File: config.mk
export PLATFORM = sky130hd
export DESIGN_NAME = keycode_mapper
export DESIGN_NICKNAME = d
export VERILOG_FILES = /design/src/rtl/keycode_mapper.sv
export SDC_FILE = /design/constraint.sdc
export NUM_CORES = 1
export LEC_CHECK = 0
export CELL_PAD_IN_SITES_DETAIL_PLACEMENT = 0
export CELL_PAD_IN_SITES_GLOBAL_PLACEMENT = 1
export CORE_MARGIN = 10
export CORE_UTILIZATION = 30
export CTS_CLUSTER_SIZE = 24
export DETAILED_ROUTE_END_ITERATION = 10
export PLACE_DENSITY = 0.65
export SYNTH_ARGS = -nofsm -noshare
export SYNTH_HDL_FRONTEND = slang
export SYNTH_SLANG_ARGS = --single-unit
File: constraint.sdc
create_clock -name Clk -period 4.1 [get_ports Clk]
set_input_delay 0.82 -clock Clk [delete_from_list [all_inputs] [get_ports Clk]]
set_output_delay 0.82 -clock Clk [all_outputs]
set_load 0.005 [all_outputs]
File: src/rtl/keycode_mapper.sv
// -----------------------------------------------------------------------------
// keycode_mapper
//
// Turns PS/2 scan-code-set-2 bytes from the keyboard receiver into the packed
// keycode bus read by the tank state logic. Each byte of the bus carries one
// action group. The parser follows the E0 (extended) and F0 (break) prefixes.
// A held-key map records which mapped keys are down. Each group reports the
// value of its most recently pressed key. When that key is released, the group
// falls back to the lowest value among its keys that are still held.
//
// Ports
//   Clk         in   1   system clock, single domain
//   Reset_n     in   1   asynchronous active-low reset
//   scan_code   in   8   received PS/2 byte
//   scan_valid  in   1   one-cycle strobe qualifying scan_code; always accepted
//   keycode     out  32  [31:24] tank1 base, [23:16] tank1 turret,
//                        [15:8] tank2 base, [7:0] tank2 turret
//   key_event   out  1   one-cycle pulse in the cycle keycode takes a new value
//   held_keys   out  14  [3:0] W,A,S,D  [6:4] J,K,Space
//                        [10:7] Up,Left,Down,Right  [13:11] KP1,KP2,KP0
//
// Optional build macro
//   KEYMAP_TIMEOUT_EN  builds an idle counter. If no byte arrives for
//                      TIMEOUT_CYCLES cycles, the counter clears every held
//                      key, every group and the parser. This recovers from a
//                      break code that was lost on the wire.
// -----------------------------------------------------------------------------
module keycode_mapper #(
    parameter int unsigned TIMEOUT_CYCLES = 50_000_000,
    parameter int unsigned TIMEOUT_W      = 26
) (
    input  logic        Clk,
    input  logic        Reset_n,
    input  logic [7:0]  scan_code,
    input  logic        scan_valid,
    output logic [31:0] keycode,
    output logic        key_event,
    output logic [13:0] held_keys
);

    localparam int unsigned NKEYS = 14;

    // The idle counter must be able to represent TIMEOUT_CYCLES.
    if (64'(TIMEOUT_CYCLES) >= (64'd1 << TIMEOUT_W)) begin : g_bad_timeout_w
        $error("keycode_mapper: TIMEOUT_W too narrow for TIMEOUT_CYCLES");
    end

    typedef enum logic [1:0] {
        IDLE   = 2'd0,
        EXT    = 2'd1,
        BRK    = 2'd2,
        EXTBRK = 2'd3
    } state_e;

    typedef struct packed {
        logic       hit;
        logic [3:0] idx;   // bit position in held_keys
    } key_t;

    // Code -> held-map bit. 72 is shared: Down when E0-prefixed, KP2 otherwise.
    function automatic key_t decode(input logic [7:0] code, input logic ext);
        key_t k;
        k.hit = 1'b1;
        k.idx = 4'd0;
        if (!ext) begin
            case (code)
                8'h1D:   k.idx = 4'd0;   // W
                8'h1C:   k.idx = 4'd1;   // A
                8'h1B:   k.idx = 4'd2;   // S
                8'h23:   k.idx = 4'd3;   // D
                8'h3B:   k.idx = 4'd4;   // J
                8'h42:   k.idx = 4'd5;   // K
                8'h29:   k.idx = 4'd6;   // Space
                8'h69:   k.idx = 4'd11;  // KP1
                8'h72:   k.idx = 4'd12;  // KP2
                8'h70:   k.idx = 4'd13;  // KP0
                default: k.hit = 1'b0;
            endcase
        end else begin
            case (code)
                8'h75:   k.idx = 4'd7;   // Up
                8'h6B:   k.idx = 4'd8;   // Left
                8'h72:   k.idx = 4'd9;   // Down
                8'h74:   k.idx = 4'd10;  // Right
                default: k.hit = 1'b0;
            endcase
        end
        return k;
    endfunction

    // Byte lane of keycode that a held-map bit belongs to.
    function automatic logic [1:0] key_group(input logic [3:0] idx);
        logic [1:0] g;
        if (idx <= 4'd3)       g = 2'd3;
        else if (idx <= 4'd6)  g = 2'd2;
        else if (idx <= 4'd10) g = 2'd1;
        else                   g = 2'd0;
        return g;
    endfunction

    // Action value a key drives onto its group lane.
    function automatic logic [7:0] key_value(input logic [3:0] idx);
        logic [7:0] v;
        case (idx)
            4'd0:    v = 8'd3;  // W
            4'd1:    v = 8'd1;  // A
            4'd2:    v = 8'd2;  // S
            4'd3:    v = 8'd4;  // D
            4'd4:    v = 8'd1;  // J
            4'd5:    v = 8'd2;  // K
            4'd6:    v = 8'd3;  // Space
            4'd7:    v = 8'd3;  // Up
            4'd8:    v = 8'd1;  // Left
            4'd9:    v = 8'd2;  // Down
            4'd10:   v = 8'd4;  // Right
            4'd11:   v = 8'd1;  // KP1
            4'd12:   v = 8'd2;  // KP2
            4'd13:   v = 8'd3;  // KP0
            default: v = 8'd0;
        endcase
        return v;
    endfunction

    // Lowest nonzero value among the held keys of one group, or 0 if none are held.
    function automatic logic [7:0] fallback_value(input logic [13:0] held, input logic [1:0] grp);
        logic [7:0] best;
        logic [7:0] v;
        best = 8'd0;
        for (int i = 0; i < NKEYS; i++) begin
            v = key_value(4'(i));
            if (held[i] && (key_group(4'(i)) == grp) && ((best == 8'd0) || (v < best))) begin
                best = v;
            end
        end
        return best;
    endfunction

    state_e      state_q, state_d;
    logic [13:0] held_q, held_d;
    logic [31:0] keycode_q, keycode_d;
    logic        key_event_q, key_event_d;

    key_t        key;
    logic [1:0]  grp;
    logic [4:0]  lsb;
    logic [7:0]  val;
    logic        do_make;
    logic        do_break;
    logic        do_clear;
    logic        expire;

`ifdef KEYMAP_TIMEOUT_EN
    logic [TIMEOUT_W-1:0] idle_q, idle_d;

    // Expiry is the single cycle in which the counter steps onto TIMEOUT_CYCLES.
    // A byte arriving in that cycle takes priority, so expiry is suppressed.
    always_comb begin
        expire = 1'b0;
        idle_d = idle_q;
        if (scan_valid) begin
            idle_d = '0;
        end else if (idle_q != TIMEOUT_W'(TIMEOUT_CYCLES)) begin
            idle_d = idle_q + 1'b1;
            expire = (idle_q == TIMEOUT_W'(TIMEOUT_CYCLES - 1));
        end
    end

    always_ff @(posedge Clk or negedge Reset_n) begin
        if (!Reset_n) begin
            idle_q <= '0;
        end else begin
            idle_q <= idle_d;
        end
    end
`else
    assign expire = 1'b0;
`endif

    always_comb begin
        state_d  = state_q;
        held_d   = held_q;
        keycode_d = keycode_q;
        do_make  = 1'b0;
        do_break = 1'b0;
        do_clear = 1'b0;

        key = decode(scan_code, (state_q == EXT) || (state_q == EXTBRK));
        grp = key_group(key.idx);
        lsb = {grp, 3'b000};
        val = key_value(key.idx);

        if (scan_valid) begin
            case (state_q)
                IDLE: begin
                    if (scan_code == 8'hE0)      state_d = EXT;
                    else if (scan_code == 8'hF0) state_d = BRK;
                    else if (scan_code == 8'hAA) do_clear = 1'b1;
                    else if (key.hit)            do_make = 1'b1;
                end
                EXT: begin
                    if (scan_code == 8'hF0) begin
                        state_d = EXTBRK;
                    end else begin
                        state_d = IDLE;
                        do_make = key.hit;
                    end
                end
                BRK, EXTBRK: begin
                    state_d  = IDLE;
                    do_break = key.hit;
                end
                default: state_d = IDLE;
            endcase
        end

        // AA is the keyboard's self-test-passed code. It arrives after a
        // keyboard reset, so any held state from before that reset is stale.
        if (do_clear) begin
            held_d    = '0;
            keycode_d = '0;
        end

        // A repeated make (typematic) rewrites the lane. This lets a held key
        // reclaim its group after another key in the group took over.
        if (do_make) begin
            held_d[key.idx]     = 1'b1;
            keycode_d[lsb +: 8] = val;
        end

        // Keys in one group have distinct values. A lane equal to this key's
        // value therefore means this key is the active key of the group.
        if (do_break && held_q[key.idx]) begin
            held_d[key.idx] = 1'b0;
            if (keycode_q[lsb +: 8] == val) begin
                keycode_d[lsb +: 8] = fallback_value(held_d, grp);
            end
        end

        if (expire) begin
            state_d   = IDLE;
            held_d    = '0;
            keycode_d = '0;
        end

        key_event_d = (keycode_d != keycode_q);
    end

    always_ff @(posedge Clk or negedge Reset_n) begin
        if (!Reset_n) begin
            state_q     <= IDLE;
            held_q      <= '0;
            keycode_q   <= '0;
            key_event_q <= 1'b0;
        end else begin
            state_q     <= state_d;
            held_q      <= held_d;
            keycode_q   <= keycode_d;
            key_event_q <= key_event_d;
        end
    end

    assign keycode   = keycode_q;
    assign key_event = key_event_q;
    assign held_keys = held_q;

endmodule

# --- Word-level counts from Yosys, hierarchy flattened ---
# Memory sizes are Yosys's and may differ from the RTL's.
# Cells that the tools add are included.
# W data, S select, Z words.
classes:
  n_addsub: 1
  n_lt_le_gt_ge: 18
  n_eq_ne: 26
  shifts: 4
  muxes: 97
  n_bitwise: 3
  reduce_logical: 61
op_table:
  columns: ["cell", "n"]
  rows:
  - ["$mux W8", 50]
  - ["$mux W32", 4]
  - ["$logic_not A8 Y1", 13]
  - ["$lt A8 B8 Y1", 13]
  - ["$bwmux W32", 2]
  - ["$shiftx A8 B7 Y32", 2]
  - ["$eq A8 B7 Y1 const B", 7]
  - ["$mux W14", 3]
  - ["$pmux W4 S9", 1]
  - ["$ne A32 B32 Y1", 1]
  - ["$shift A8 B7 Y32 const A", 1]
  - ["$shiftx A32 B6 Y8", 1]
  - ["$logic_and A1 B1 Y1", 29]
  - ["$mux W2", 13]
  - ["$eq A8 B5 Y1 const B", 3]
  - ["$eq A8 B6 Y1 const B", 3]
  - ["$eq A8 B8 Y1 const B", 3]
  - ["$mux W1", 18]
  - ["$pmux W4 S4", 1]
  - ["$and A14 B14 Y14", 1]
  - ["$logic_or A1 B1 Y1", 14]
  - ["$not A14 Y14", 1]
  - ["$or A14 B14 Y14", 1]
  - ["$reduce_or A10 Y1", 1]
  - ["other kinds (20)", 24]
totals:
  reg_bits: 49
  romBits: 48
  input_bits: 11
  elab_cells: 215
  mem_count: 1
mem_list:
  columns: ["memory", "words", "word_bits", "read_ports", "rd_ports_with_merged_regs", "write_ports", "line_no", "text"]
  rows:
  - ["(name not given)", 16, 3, 1, 0, 0, "104", "case (idx)"]

# --- Depth between registers and ports, before layout ---
# Gate-level depths: netlist (run 1).
depth:
  ltp_word: 100
  mapped_depth: 20
  mapped_depth_nobuf: 17

# --- Least setup slack after synthesis (run 1) ---
# OpenSTA, ideal clock, no wires.
synth_timing:
  kind: "input-to-reg"
  startpoint: "input port scan_code[2]"
  endpoint: "register key_event_q, in the netlist key_event"
  arrival_time_ps: 4994
  t_required_ps: 3961
  path_slack_ps: -1033
  cell_stages: 19
  path_cell_list: "buf_2 -> nand4bb_1 -> a211oi_2 -> nor4_1 -> or2_1 -> clkinv_1 -> ha_1 -> clkbuf_1 -> nor2_1 -> nand3_1 -> a2111oi_0 -> o21ai_0 -> a22o_1 -> a22o_1 -> a21oi_1 -> mux2i_1 -> xnor2_1 -> nand4_1 -> or4b_1"
synth_between:
  elab_chain_cells: 99
  word_cells_on_any_way: 182
  cone_classes: "add/sub: 1; order compare: 18; eq/ne: 22; shift: 4; mux: 76; bitwise: 3; reduce/logical: 57; memory: 1"
synth_rtl:
  columns: ["element", "line_no", "text"]
  rows:
  - ["from (decl)", "34", "input logic [7:0] scan_code,"]
  - ["parallel branches: the longest is 97 deep, another holds $lt A4 B5 Y1", null, null]
  - ["$mux W32 *", "232", "if (do_break && held_q[key.idx]) begin"]
  - ["named net keycode_d[24]", "140", "logic [31:0] keycode_q, keycode_d;"]
  - ["$ne A32 B32 Y1 *", "245", "key_event_d = (keycode_d != keycode_q);"]
  - ["named net key_event_d", "141", "logic key_event_q, key_event_d;"]
  - ["to (signal assigned)", "258", "key_event_q <= key_event_d;"]
  - ["to (decl)", "141", null]
# Mark *: on every way through the listed nets, which the timed path passes. The select of a mux whose other input is x is not followed.
# A chain may end at the register's enable or synchronous reset.

# --- Final worst setup path (run 1) ---
layout_timing:
  startpoint: "input port scan_code[5]"
  endpoint: "register key_event_q, in the netlist key_event"
layout_between:
  elab_chain_cells: 99
  word_cells_on_any_way: 182
  cone_classes: "add/sub: 1; order compare: 18; eq/ne: 22; shift: 4; mux: 76; bitwise: 3; reduce/logical: 57; memory: 1"
layout_rtl:
  columns: ["element", "line_no"]
  rows:
  - ["parallel branches: the longest is 97 deep, another holds $lt A4 B5 Y1", null]
  - ["$mux W32 *", "232"]
  - ["$ne A32 B32 Y1 *", "245"]
  - ["named net key_event_d", "141"]
# Marked as above.

==> results.yml, run 1 <==
sta:
  layout_setup_ws_ns: -0.3103
  finalClockSkew_ns: 0.01523
  report.final.setup_viol: 1
  period_share_pct: 107.6
  fmax_mhz: 226.7
  worst_pin_slew_ns: 1.105
  hold_viol_final: 0
  drv_slew: 0
  fin_crit_ns: 4.410
  rsz0062_at_grt: "yes"
  final.setup.tns_ns: -0.3103
  slew-limit-headroom_pct: 26.35
worst_setup_path:
  crit_type: "in -> reg"
  r2r-start: "state_q[0]"
  critPathRequiredTime_ns: 4.28
  slowest_stage: "or4b_1"
  reg2reg_depth: 14
  critPathMaxStageDelay_ns: 0.47
  cp_cell_sequence: "buf_6 -> buf_6 -> or3b_4 -> a211oi_4 -> nor4_4 -> or2_4 -> ha_4 -> inv_4 -> o311ai_2 -> buf_4 -> nor2_1 -> o21ai_0 -> o211a_1 -> nor2_1 -> o211ai_1 -> a211oi_2 -> nand4_1 -> or4b_1"
  crit_fanout: 5
  crit_arrival_ns: 4.59
  r2r_end: "key_event"
  r2r_slack_ns: 0.11
  path_delay_family: "simple AND/OR/NAND/NOR gates"
  cp-end-kind: "flip-flop"
  start_kind: "input pin"
  worst-path-buf-inv: 4
run:
  drv_cap: 0
synth:
  synth_area_leader_cell: "dfrtp_1"
  synth_area_um2: 4004
  postSynthCellCount: 460
  synthTopCellsByArea: "dfrtp_1, mux2i_1, a21oi_1"
  ys_seq_area_share_pct: 30.62
  yosysUniqueCellTypes: 87
  synth-seq-cells: 49
  syn_area_per_cell_um2: 8.704
  synth_top_area_share_pct: 30.62
  yosys_warnings: 0
  ys.flop_type: "dfrtp_1"
  synth_nets: 477
  synth-edff-count: 0
  ys_async_sr_fraction_pct: 100.0
detailed_routing:
  drt-initial-drc-count: 299
  drcViolationCount: 0
  wl_per_cell_um: 19.35
  vias: 4513
  ant_nets: 0
  drt_wl_total_um: 16120
  drtPass1Iterations: 5
  viasPerCell: 5.418
clocking:
  cts_buffers: 5
  postCtsHoldBufs: 0
  cts_root_buf: "clkbuf_16"
  clk_latency_ns: 0.32
  htree_levels: 2
  path_clk_slew_ns: 0.07
  cts_tree: "yes"
  cts_sinks: 49
  clock_path_buffers: 2
layout:
  nFillCells: 1264
  drive_gt1_share_pct: 38.96
  seq_area_um2: 1226
  layout.nets: 673
  n_antenna_cell: 0
  multiInputGateArea_um2: 2905
  areaGrowthSynthToFinish_pct: 59.25
placement:
  dp_hpwl_um: 12720
  port_buffers: 57
  routabilityCongestion: 0.9385
die:
  fp-row-count: 42
  die_x_um: 135.5
  ios: 58
  start_util_pct: 30.48
  die_h_um: 135.5
  die_area_um2: 18370
  core_um2: 13140
run_status:
  violations: "negative setup slack"
  status: "finished, violations left"
global_routing:
  grt_pass1_vias: 4627
  antenna_found_initial: 0
  grt-ovfl-total: 0
  grtUsageTotal_pct: 17.57
  grt_max_degree: 50
  grt_pass1_wl_um: 25780
hold_path:
  hp-class: "reg -> reg"
  hold_depth: 1
  min_to: "keycode[15]"
  hold_start: "keycode[15]"
pwr:
  power_mw: 1.413
  power.density_nw_per_um2: 221.6
  peakVddDrop_mv: 0.3100
  leakage_nw: 2.746
==> Yosys cell counts (3+ instances only) <==
master and count:
a32oi_1 3, a41oi_1 3, nand3_1 15, a21oi_1 25
clkbuf_1 17, inv_1 15, nor4_1 7, and3b_1 3
a211oi_2 3, o211a_1 3, xnor2_1 8, and2_1 15
and3_1 20, nor2b_1 7, mux2i_1 14, nand3b_1 5
a211o_1 5, nand2_1 22, dfrtp_1 49, o31a_1 3
o22ai_1 5, buf_2 6, nand4_1 5, buf_4 3
or4_1 4, a211oi_1 3, o211ai_1 7, buf_6 3
nor3_1 10, or3b_1 3, a22o_1 3, a22oi_1 12
ha_1 6, or2_2 4, nor3b_1 6, a31oi_1 18
nor2_1 30, nand2b_1 9, o21ai_0 23
==> cell families after synthesis <==
family,share of synthesized area (%)
fa+ha+maj,1.875
xor+xnor,1.969
compound gates,27.59
mux,4.625
flops,30.63
buf+inv,5.250
simple gates,28.06
==> registers in the layout, summed over array words and instances, names as in the netlist <==
register and cells:
held_keys 14, key_event 1, keycode 32, state_q 2
==> per-stage QoR <==
stage / area, um2 / hold WS (ns) / setup WS (ns) / util [%] / std cells
finish: 6376 / 0.5033 / -0.3103 / 48.53 / 833
global route: 6376 / 0.5454 / -0.5082 / 48.53 / 833
CTS: 6296 / 0.5117 / -0.3026 / 47.92 / 833
detailed placement: 5889 / 0.4895 / -1.360 / 44.83 / 806
global placement: 5889 / 0.4905 / -1.228 / 44.83 / 806
floorplan: 4210 / 0.4919 / -0.7516 / - / 460
==> routing by layer <==
layer	track usage, %	part of all wire [%]	up-vias
li1	-	-	2161
met4	3.110	1.0	0
met3	3.561	5.4	10
met5	0	0	-
met2	28.08	46	121
met1	24.09	48	2221
==> worst max-delay path by stage <==
stage	start	end	slack, ns	cells after the start
after global routing	scan_code[6]	key_event	-0.51	19
after CTS	scan_code[5]	key_event	-0.30	17
after detailed placement	scan_code[1]	key_event	-1.36	17
final	scan_code[5]	key_event	-0.31	18
after floorplan	scan_code[6]	key_event	-0.75	19
after global placement	scan_code[1]	key_event	-1.23	16
==> power by group <==
group          switching, mW  internal, mW  leakage [nW]  total [mW]
Combinational          0.196         0.229          2.00       0.425
Clock                  0.216         0.234        0.0763       0.450
Sequential            0.0314         0.506         0.672       0.537
==> cell type report <==
type                            instances  share of cell area [%]
Clock inverter                          3                  0.4513
Inverter                               16                   1.060
Clock buffer                            5                   1.962
Tap cell                              176                   3.454
Timing Repair Buffer                  218                   28.28
Multi-Input combinational cell        366                   45.57
Sequential cell                        49                   19.23
==> cells in the final DEF, fill, tap and decap left out, types with 14 or more instances in the layout <==
cell type and n:
buf_4 150, dfrtp_1 49, clkdlybuf4s50_1 48, nor2_1 29, nand2_1 22, a21oi_1 18
a31oi_1 18, and3_1 15, o21ai_0 15, and2_1 15, nand3_1 14
==> worst reg2reg max path, delay by kind of cell (launching register included) <==
kind | cells | cell delay, ns
AND/OR/NAND/NOR | 7 | 1.86
flip-flops | 1 | 0.55
multiplexers | 1 | 0.27
XOR/XNOR | 1 | 0.15
buffers and inverters | 2 | 0.46
AO/OA/AOI/OAI | 3 | 0.57
==> what timing repair did <==
action	CTS	global route
pin swaps	23	4
setup buffers	19	0
cloned	0	0
resized for setup	69	18
endpoints found under the setup margin	27	21
No activity file was read; power rests on OpenSTA's default activity.
==> run 2: changes to the inputs <==
--- a/config.mk
+++ b/config.mk
@@ -7,6 +7,7 @@
 export LEC_CHECK = 0
 export CELL_PAD_IN_SITES_DETAIL_PLACEMENT = 0
 export CELL_PAD_IN_SITES_GLOBAL_PLACEMENT = 1
+export CORE_ASPECT_RATIO = 1.5
 export CORE_MARGIN = 10
 export CORE_UTILIZATION = 30
 export CTS_CLUSTER_SIZE = 24
==> results.yml, run 2 (synthesized netlist as in run 1, its figures left out) <==
worst_setup_path:
  crit_fanout: 8
  r2r-start: "state_q[0]"
  start_kind: "input pin"
  r2r_end: "key_event"
  crit_type: "in -> reg"
  cp-end-kind: "flip-flop"
  r2r_slack_ns: 0.18
  critPathRequiredTime_ns: 4.27
  critical_path.startpoint: "scan_code[6]"
  reg2reg_depth: 14
  crit_arrival_ns: 4.70
detailed_routing:
  drtPass1Iterations: 5
  ant_nets: 0
  drt-initial-drc-count: 296
  viasPerCell: 5.584
  vias: 4534
  drt_wl_total_um: 16600
  wl_per_cell_um: 20.45
  drcViolationCount: 0
pwr:
  seq_power_share_pct: 39.7
  swShare_pct: 30.41
  power.internal_mw: 0.9399
  pwr-share-clk_pct: 31.0
  share_comb_of_total_power_pct: 29.2
  p_switching_mw: 0.4107
  leakage_nw: 2.696
  peakVddDrop_mv: 0.2305
  power.density_nw_per_um2: 214.2
  power_mw: 1.351
run_status:
  status: "finished, violations left"
  violations: "negative setup slack"
die:
  ios: 58
  die_x_um: 114.3
  core_um2: 13020
  die_area_um2: 18460
  start_util_pct: 30.76
  die_h_um: 161.5
  fp-row-count: 51
clocking:
  cts_buffers: 5
  cts_tree: "yes"
  clock_path_buffers: 2
  path_clk_slew_ns: 0.07
  cts_root_buf: "clkbuf_16"
  htree_levels: 2
  clk_latency_ns: 0.29
  cts_sinks: 49
sta:
  period_share_pct: 110.5
  hold_ws_ns: 0.4421
  slew-limit-headroom_pct: 55.53
  worst_pin_slew_ns: 0.6634
  hold_viol_final: 0
  rsz0062_at_grt: "yes"
  fin_crit_ns: 4.531
  layout_setup_ws_ns: -0.4307
  final.setup.tns_ns: -1.018
  report.final.setup_viol: 8
  fmax_mhz: 220.7
  drv_slew: 0
  finalClockSkew_ns: 0.005767
run:
  drv_cap: 0
global_routing:
  grt-ovfl-total: 0
  grtUsageTotal_pct: 17.83
  antenna_found_initial: 0
  grt_pass1_wl_um: 26680
  grt_max_degree: 36
  grt_pass1_vias: 4833
layout:
  drive_gt1_share_pct: 38.28
  final_cell_mix: "buf_4, dfrtp_1, clkdlybuf4s50_1"
  final_area_um2: 6305
  seq_area_um2: 1226
  layout.nets: 669
  nFillCells: 1297
  largest_register_ffs: 32
  final_common_cell: "buf_4"
  n_antenna_cell: 0
  multiInputGateArea_um2: 2888
  areaGrowthSynthToFinish_pct: 57.47
placement:
  port_buffers: 57
  routabilityCongestion: 0.9453
  dp_hpwl_um: 13260
  placed_cell_area_um2: 5851
hold_path:
  hp-class: "in -> async"
run 2: cell count changes in the layout (fill, tap and decap cells not counted), sizes merged:
cell	before	now
buf	170	163
clkbuf	5	8
clkinvlp	0	2
inv	17	15
clkdlybuf4s15	0	1
clkinv	2	1
run 2: worst max-delay path by stage:
stage	cells after the start	to	slack, ns
CTS	17	key_event	-0.43
global route	18	key_event	-0.61
global placement	20	key_event	-1.29
floorplan	19	key_event	-0.75
finish	18	key_event	-0.43
detailed placement	18	key_event	-1.31
run 2: critical path, cell delays in order:
cell	delay [ns]
buf_6	0.09
buf_6	0.10
or3b_4	0.39
a211oi_4	0.33
nor4_4	0.09
or2_4	0.31
ha_4	0.22
inv_4	0.08
o311ai_4	0.11
and3_4	0.23
a21oi_4	0.16
a21oi_2	0.09
nor4_4	0.40
nand4_1	0.27
mux2i_2	0.28
xnor2_1	0.15
nand4_1	0.09
or4b_1	0.46
run 2: layout make-up:
class                      instances  share of cell area, %
clock buffer                       6                  2.044
clock inverter                     2                 0.2381
inverter                          16                  1.072
multi-input combinational        366                  45.80
sequential                        49                  19.45
tap                              159                  3.155
timing repair buffer             214                  28.24
run 2: through the flow:
step	utilization, %	std cells	setup WS [ns]
final	48.43	812	-0.4307
after global placement	44.94	785	-1.289
after floorplan	-	460	-0.7516
after global routing	48.43	812	-0.6057
after detailed placement	44.94	785	-1.310
after CTS	47.67	805	-0.4290
run 2: metal layers:
layer | wire length, um | share of wire [%] | track usage (%) | vias up
li1 | - | - | - | 2148
met1 | 6708 | 40 | 19.98 | 2266
met2 | 8866 | 53 | 33.07 | 96
met3 | 559 | 3.4 | 2.447 | 24
met4 | 467 | 2.8 | 6.000 | 0
met5 | 0 | 0 | 0 | -
run 2: power by group through the flow:
stage                     clock (mW)  sequential (mW)  combinational (mW)
after floorplan                    0            0.538               0.205
after global placement             0            0.545               0.370
after detailed placement           0            0.547               0.372
after CTS                      0.430            0.537               0.391
after global routing           0.455            0.542               0.429
final                          0.419            0.537               0.395
run 2: repair_timing:
action | 4_1_cts | 5_1_grt
cloned | 0 | 0
endpoints found under the setup margin | 27 | 12
setup buffers | 13 | 8
hold endpoints to repair | 0 | 0
pin swaps | 27 | 23
hold buffers | 0 | 0
gates resized for setup | 59 | 21
==> run 3: changes to the inputs <==
--- a/config.mk
+++ b/config.mk
@@ -13,6 +13,8 @@
 export CTS_CLUSTER_SIZE = 24
 export DETAILED_ROUTE_END_ITERATION = 10
 export PLACE_DENSITY = 0.65
+export SKIP_CTS_REPAIR_TIMING = 1
+export SKIP_LAST_GASP = 1
 export SYNTH_ARGS = -nofsm -noshare
 export SYNTH_HDL_FRONTEND = slang
 export SYNTH_SLANG_ARGS = --single-unit
==> results.yml, run 3 (synthesized netlist as in run 1, its figures left out) <==
run_status:
  status: "finished, violations left"
  violations: "negative setup slack"
pwr:
  power.density_nw_per_um2: 218.7
  share_comb_of_total_power_pct: 28.7
  pwr-share-clk_pct: 31.3
  swShare_pct: 30.59
  peakVddDrop_mv: 0.2312
  power.internal_mw: 0.9329
  p_switching_mw: 0.4111
  power_mw: 1.344
  leakage_nw: 2.667
  seq_power_share_pct: 40.0
run:
  drv_cap: 0
global_routing:
  grtUsageTotal_pct: 17.50
  grt_max_degree: 36
  antenna_found_initial: 0
  grt_pass1_vias: 4759
  grt_pass1_wl_um: 26110
  grt-ovfl-total: 0
detailed_routing:
  ant_nets: 0
  drcViolationCount: 0
  drtPass1Iterations: 4
  viasPerCell: 5.636
  drt_wl_total_um: 16480
  wl_per_cell_um: 20.71
  drt-initial-drc-count: 339
  vias: 4486
layout:
  nFillCells: 1315
  stdcell_count: 796
  multiInputGateArea_um2: 2834
  final_area_um2: 6146
  largest_register_ffs: 32
  final_cell_mix: "buf_4, dfrtp_1, clkdlybuf4s50_1"
  n_antenna_cell: 0
  areaGrowthSynthToFinish_pct: 53.50
  layout.nets: 653
  seq_area_um2: 1226
  drive_gt1_share_pct: 34.85
  final_core_util_pct: 47.21
  final_common_cell: "buf_4"
sta:
  fin_crit_ns: 4.623
  finalClockSkew_ns: 0.006053
  final.setup.tns_ns: -1.533
  report.final.setup_viol: 8
  fmax_mhz: 216.3
  worst_pin_slew_ns: 0.9694
  slew-limit-headroom_pct: 34.88
  period_share_pct: 112.7
  hold_viol_final: 0
  hold_ws_ns: 0.4372
  drv_slew: 0
  rsz0062_at_grt: "yes"
  layout_setup_ws_ns: -0.5227
die:
  ios: 58
  fp-row-count: 51
  core_um2: 13020
  die_h_um: 161.5
  start_util_pct: 30.76
  die_x_um: 114.3
  die_area_um2: 18460
placement:
  routabilityCongestion: 0.9453
  port_buffers: 57
  dpl.cell_count: 785
  place_ws_ns: -1.310
  placed_cell_area_um2: 5851
  dp_hpwl_um: 13260
clocking:
  clock_path_buffers: 2
  cts_tree: "yes"
  htree_levels: 2
  cts_root_buf: "clkbuf_16"
  clk_latency_ns: 0.30
  cts_sinks: 49
  path_clk_slew_ns: 0.07
  cts_buffers: 5
worst_setup_path:
  crit_type: "in -> reg"
  start_kind: "input pin"
  crit_fanout: 5
  cp-end-kind: "flip-flop"
  crit_arrival_ns: 4.80
  critPathRequiredTime_ns: 4.27
hold_path:
  hp-class: "in -> async"
[run 3: cell types whose count changed in the layout (fill, tap and decap cells not counted), moves of 3 or more]
cell,previous run,this run
buf_2,4,1
buf_4,146,133
dlymetal6s2s_1,0,5
buf_6,11,7
[run 3: worst paths after layout]
check | startpoint | end | slack, ns | cells past startpoint
min in group Clk | keycode[13] | keycode[13] | 0.51 | 1
min reg2reg | keycode[13] | keycode[13] | 0.51 | 1
min | Reset_n | held_keys[9] | 0.44 | 1
max reg2reg | state_q[0] | key_event | 0.14 | 12
max | scan_code[6] | key_event | -0.52 | 17
max in group asynchronous | Reset_n | keycode[20] | 2.88 | 2
[run 3: power groups by stage]
stage	Combinational (mW)	Clock, mW	Sequential (mW)
6_report	0.385	0.421	0.538
2_1_floorplan	0.205	0	0.538
4_1_cts	0.374	0.430	0.537
5_1_grt	0.419	0.455	0.542
3_5_place_dp	0.372	0	0.547
3_3_place_gp	0.370	0	0.545
[run 3: layout make-up]
type	count	share of cell area (%)
clock buffers	6	2.097
clock inverters	2	0.2443
inverters	16	1.099
multi-input cells	366	46.11
flip-flops and latches	49	19.95
well taps	159	3.237
repair buffers	198	27.26
[run 3: per-layer routing]
metal | vias to the layer above | global-route usage, % | wire length, um
met5 | - | 0 | 0
met4 | 0 | 7.600 | 639
met1 | 2223 | 19.45 | 6658
met3 | 34 | 2.558 | 586
met2 | 118 | 31.75 | 8600
li1 | 2111 | - | -
[run 3: worst max-delay path, stage by stage]
cell	delay [ns]
buf_6	0.09
buf_6	0.10
or3b_4	0.41
a211oi_4	0.39
nor4_4	0.10
or2_4	0.29
clkinv_4	0.07
ha_4	0.15
inv_2	0.04
mux4_2	0.50
and3_4	0.19
nor4_4	0.37
nand4_1	0.27
mux2i_2	0.28
xnor2_1	0.15
nand4_1	0.09
or4b_1	0.46
==> variant 1: new RTL, settings of run 2 <==
Put one more register stage on the output `keycode`, with the module's reset. The value now appears one clock later. The other outputs are not delayed to match. Comments in the files are not updated.
--- a/src/rtl/keycode_mapper.sv
+++ b/src/rtl/keycode_mapper.sv
@@ -259,7 +259,13 @@
         end
     end
 
-    assign keycode   = keycode_q;
+    always_ff @(posedge Clk or negedge Reset_n) begin
+        if (!Reset_n) begin
+            keycode <= '0;
+        end else begin
+            keycode <= keycode_q;
+        end
+    end
     assign key_event = key_event_q;
     assign held_keys = held_q;
 
Behaviour: not the same (Yosys sat finds a counterexample within 4 cycles, from zero or initial values and one cycle with Reset_n low).
==> variant 1 against run 2 <==
  * Cell area rose by 21%
  * Register-to-register slack improved by 0.22 ns
  * Critical path type unchanged
  * Sequential power rose by 58%
  * The run still ends with setup timing left
  * Total power rose by 51%
  * Largest cell class unchanged
  * Synthesized area rose by 26%
  * Wire length rose by 16%
  * Sequential cell count rose by 32
  * Worst setup slack improved by 0.42 ns
==> variant 1: results (changes against run 2) <==
largest net degree at the start of global routing=82 (was 36); PnR worst setup slack=-0.01061 ns (was -0.4307 ns); Crit-path slowest cell=a2111o_1 (was or4b_1); Worst-Skew Late Latency=0.35 ns (was 0.29 ns); flop-to-flop setup slack=0.40 ns (was 0.18 ns); GP Congestion=0.9383 (was 0.9453); Filler cells=1611 (was 1297); met3 Usage GRT=2.811% (was 2.447%); sequential-to-total area share from yosys stat=40.23% (was 30.62%); top cells by count, synth=dfrtp_1, nand2_1, nor2_1, a21oi_1 (was dfrtp_1, nor2_1, a21oi_1, o21ai_0, nand2_1); NumNets Final=756 (was 669); largest cells by area after synthesis=dfrtp_1, a21oi_1, nand2_1, nor2_1, and2_1 (was dfrtp_1, mux2i_1, a21oi_1, and3_1, o21ai_0); Non-clock buffers=235 (was 214); share of cells above drive strength 1=37.10% (was 38.28%); Inverters=12 (was 16); r2r worst-path depth=15 (was 14); worst hold path type=register to register (was input port to async pin); DP HPWL=15270 um (was 13260 um); Place WS=-0.9429 ns (was -1.310 ns); total global-route track usage=16.78% (was 17.83%); failing checks=setup timing (unchanged); Tightest Pin Transition=0.9738 ns (was 0.6634 ns); Clock Skew=0.01561 ns (was 0.005767 ns); peak supply drop=0.1818 mV (was 0.2305 mV); WL met2=10290 um (was 8866 um); multi-input combinational area share=40.09% (was 45.80%); Sw Share=26.97% (was 30.41%); Hold Slack=0.3951 ns (was 0.4421 ns); status=finished with violations (unchanged); multi-input gate count=400 (was 366); vias per inst=5.385 (was 5.584); number of global-route vias before repair=5390 (was 4833); clock root cell=clkbuf_16 (unchanged); ClkCell Share=4.112% (was 2.282%); buffering overhead=25.16% (was 28.24%); detailed-route wire length=19210 um (was 16600 um); Lkg Pwr=0.003406 uW (was 0.002696 uW); crit path launch=scan_code[4] (was scan_code[6]); CP delay by family, top=compound AO/OA/AOI/OAI gates (was simple AND/OR/NAND/NOR gates); wl on met1=7086 um (was 6708 um); met2 GRT Util=32.06% (was 33.07%); number of unique standard cell types used by synthesis=95 (was 87); Final setup viols=1 (was 8); H-tree depth=3 (was 2); Register Area=2027 sq um (was 1226 sq um); CP arrival=4.32 ns (was 4.70 ns); GRT met1 Usage=16.74% (was 19.98%); Mapped Nets=543 (was 477); Clock Sinks=81 (was 49); CTS buffer count=9 (was 5)
-- variant 1: cells by family after synthesis --
group                    synth area share (%)
flip-flops                              40.23
AO/OA/AOI/OAI                           25.83
buffers and inverters                   4.867
multiplexers                            2.136
XOR/XNOR                                1.515
AND/OR/NAND/NOR                         23.94
adder cells (fa/ha/maj)                 1.490
-- variant 1: worst min-delay path by stage --
stage | from | cells after the start | to
global route | keycode_q[27]$_DFF_PN0_ | 0 | keycode[27]$_DFF_PN0_
detailed placement | keycode_q[3]$_DFF_PN0_ | 0 | keycode[3]$_DFF_PN0_
global placement | keycode_q[22]$_DFF_PN0_ | 0 | keycode[22]$_DFF_PN0_
CTS | keycode_q[3]$_DFF_PN0_ | 0 | keycode[3]$_DFF_PN0_
finish | keycode_q[3]$_DFF_PN0_ | 0 | keycode[3]$_DFF_PN0_
floorplan | keycode_q[9]$_DFF_PN0_ | 0 | keycode[9]$_DFF_PN0_
-- variant 1: power groups by stage --
stage	Sequential, uW	Combinational, uW	Clock [uW]
after detailed placement	863	310	0
after global routing	850	356	910
after global placement	862	308	0
after CTS	847	319	873
after floorplan	853	146	0
final	847	328	858
-- variant 1: metrics by stage --
stage,TNS (ns),cell area [sq um],cells
after floorplan,-0.3763,5134,526
after global placement,-19.40,7008,926
final,-0.01061,7637,954
after detailed placement,-21.55,7008,926
after global routing,-0.1053,7637,954
after CTS,0,7505,953
-- variant 1: timing repair --
| item | 4_1_cts | 5_1_grt |
|---|---|---|
| hold buffers | 0 | 0 |
| setup endpoints to repair | 31 | 14 |
| gates resized for setup | 57 | 23 |
| setup buffers | 10 | 1 |
| cloned | 1 | 0 |
| pin swaps | 19 | 15 |
==> variant 2: new RTL, flow settings as in run 2 <==
Without the edit above. The option `KEYMAP_TIMEOUT_EN` is turned on by a define.
--- a/src/rtl/keycode_mapper.sv
+++ b/src/rtl/keycode_mapper.sv
@@ -25,6 +25,8 @@
 //                      key, every group and the parser. This recovers from a
 //                      break code that was lost on the wire.
 // -----------------------------------------------------------------------------
+`define KEYMAP_TIMEOUT_EN
+
 module keycode_mapper #(
     parameter int unsigned TIMEOUT_CYCLES = 50_000_000,
     parameter int unsigned TIMEOUT_W      = 26
Check against the original RTL: same outputs for any inputs over 4 cycles, from zero or initial values and one cycle with Reset_n low; that may be too few to reach the edited logic, so the function may still have changed.
==> variant 2 against run 2 <==
  * The run still ends with setup timing left
  * Worst setup slack improved by 0.34 ns
  * Wire length rose by 40%
  * Cell area grew 38%
  * Clock skew rose by 0.0059 ns
  * Sequential cell count grew 26
  * Synthesized area grew 39%
  * Cell count is 45% higher
  * Total power up 60%
  * Largest power group unchanged
==> variant 2: results (changes against run 2) <==
met2 GRT Util=33.29% (was 33.07%); failing checks=setup timing (unchanged); NumNets Final=936 (was 669); Max stage delay on crit path=0.57 ns (was 0.46 ns); CP arrival=4.40 ns (was 4.70 ns); Worst-Skew Late Latency=0.34 ns (was 0.29 ns); met3 Usage GRT=2.446% (was 2.447%); PnR worst setup slack=-0.09387 ns (was -0.4307 ns); detailed-route wire length=23290 um (was 16600 um); peak supply drop=0.1791 mV (was 0.2305 mV); Mapped Nets=684 (was 477); top cells by count, synth=dfrtp_1, nor2_1, nand2_1, o21ai_0, nand3_1 (was dfrtp_1, nor2_1, a21oi_1, o21ai_0, nand2_1); Hold Slack=0.5138 ns (was 0.4421 ns); DRT Pass-1 Iters=4 (was 5); status=finished with violations (unchanged); Layout Cells excl Fill=1174 (was 812); Post-Syn Instances=666 (was 460); number of global-route vias before repair=6648 (was 4833); CTS buffer count=9 (was 5); maximum fanout along the worst path=6 (was 8); Lkg Pwr=0.003853 uW (was 0.002696 uW); Cell Area, Placed=7815 sq um (was 5851 sq um); GRT met1 Usage=20.72% (was 19.98%); total global-route track usage=18.57% (was 17.83%); worst hold path type=register to register (was input port to async pin); Final setup viols=1 (was 8); setup bufs post-CTS=26 (was 13); Clock Skew=0.01168 ns (was 0.005767 ns); GP Congestion=0.9646 (was 0.9453); share of cells above drive strength 1=36.01% (was 38.28%); first-pass GRT wire length=37010 um (was 26680 um); Crit-path slowest cell=or4_4 (was or4b_1); Slew headroom=35.14% (was 55.53%); 1st-iter DRT viols=409 (was 296); DP Cell Count=1127 (was 785); r2r worst-path depth=12 (was 14); largest net degree at the start of global routing=76 (was 36); flop-to-flop setup slack=0.31 ns (was 0.18 ns); number of unique standard cell types used by synthesis=88 (was 87)
-- variant 2: cell count changes in the layout (fill, tap and decap cells not counted), moves of 7 or more --
cell,change
buf_4,+70
nand2_1,+40
nor2_1,+33
dfrtp_1,+26
nand3_1,+15
o21ai_0,+15
xor2_1,+15
a22oi_1,-11
nand4_1,+9
nor3_1,+9
and4_1,+7
-- variant 2: logic make-up (layout without fill, tap and decap cells) --
| group | Yosys count | in the layout | share of synthesized area [%] |
|---|---|---|---|
| buffers and inverters | 60 | 316 | 4.824 |
| muxes | 15 | 15 | 2.737 |
| AOI/OAI and AO/OA | 175 | 175 | 22.37 |
| DFF | 75 | 75 | 33.65 |
| and+or+nand+nor | 310 | 310 | 31.07 |
| xor gates and xnor gates | 24 | 24 | 3.769 |
| adders and majority gates | 7 | 7 | 1.570 |
-- variant 2: area by class of cell --
type | instances | area (sq um)
clock buffer | 9 | 225.2
clock inverter | 6 | 66.31
fill | 1781 | 9677
inverter | 21 | 78.83
multi-input combinational | 531 | 3862
sequential | 75 | 1877
tap | 252 | 315.3
timing repair buffer | 280 | 2292
-- variant 2: through the flow --
step | setup slack, ns | setup TNS [ns]
after CTS | -0.05588 | -0.05588
after detailed placement | -1.108 | -25.70
final | -0.09387 | -0.09387
after floorplan | -0.4039 | -0.4039
after global routing | -0.2522 | -0.2522
after global placement | -1.103 | -24.45
-- variant 2: power by group --
group / leakage, uW / total (uW) / internal (uW) / switching, uW
logic: 0.00269 / 540 / 279 / 262
clock network: 0.000134 / 807 / 469 / 338
registers: 0.00103 / 818 / 776 / 41.6
-- variant 2: routing by layer --
| metal | up-vias | part of all wire (%) |
|---|---|---|
| li1 | 2989 | - |
| met1 | 3116 | 39 |
| met2 | 200 | 51 |
| met3 | 73 | 4.4 |
| met4 | 0 | 5.3 |
| met5 | - | 0 |
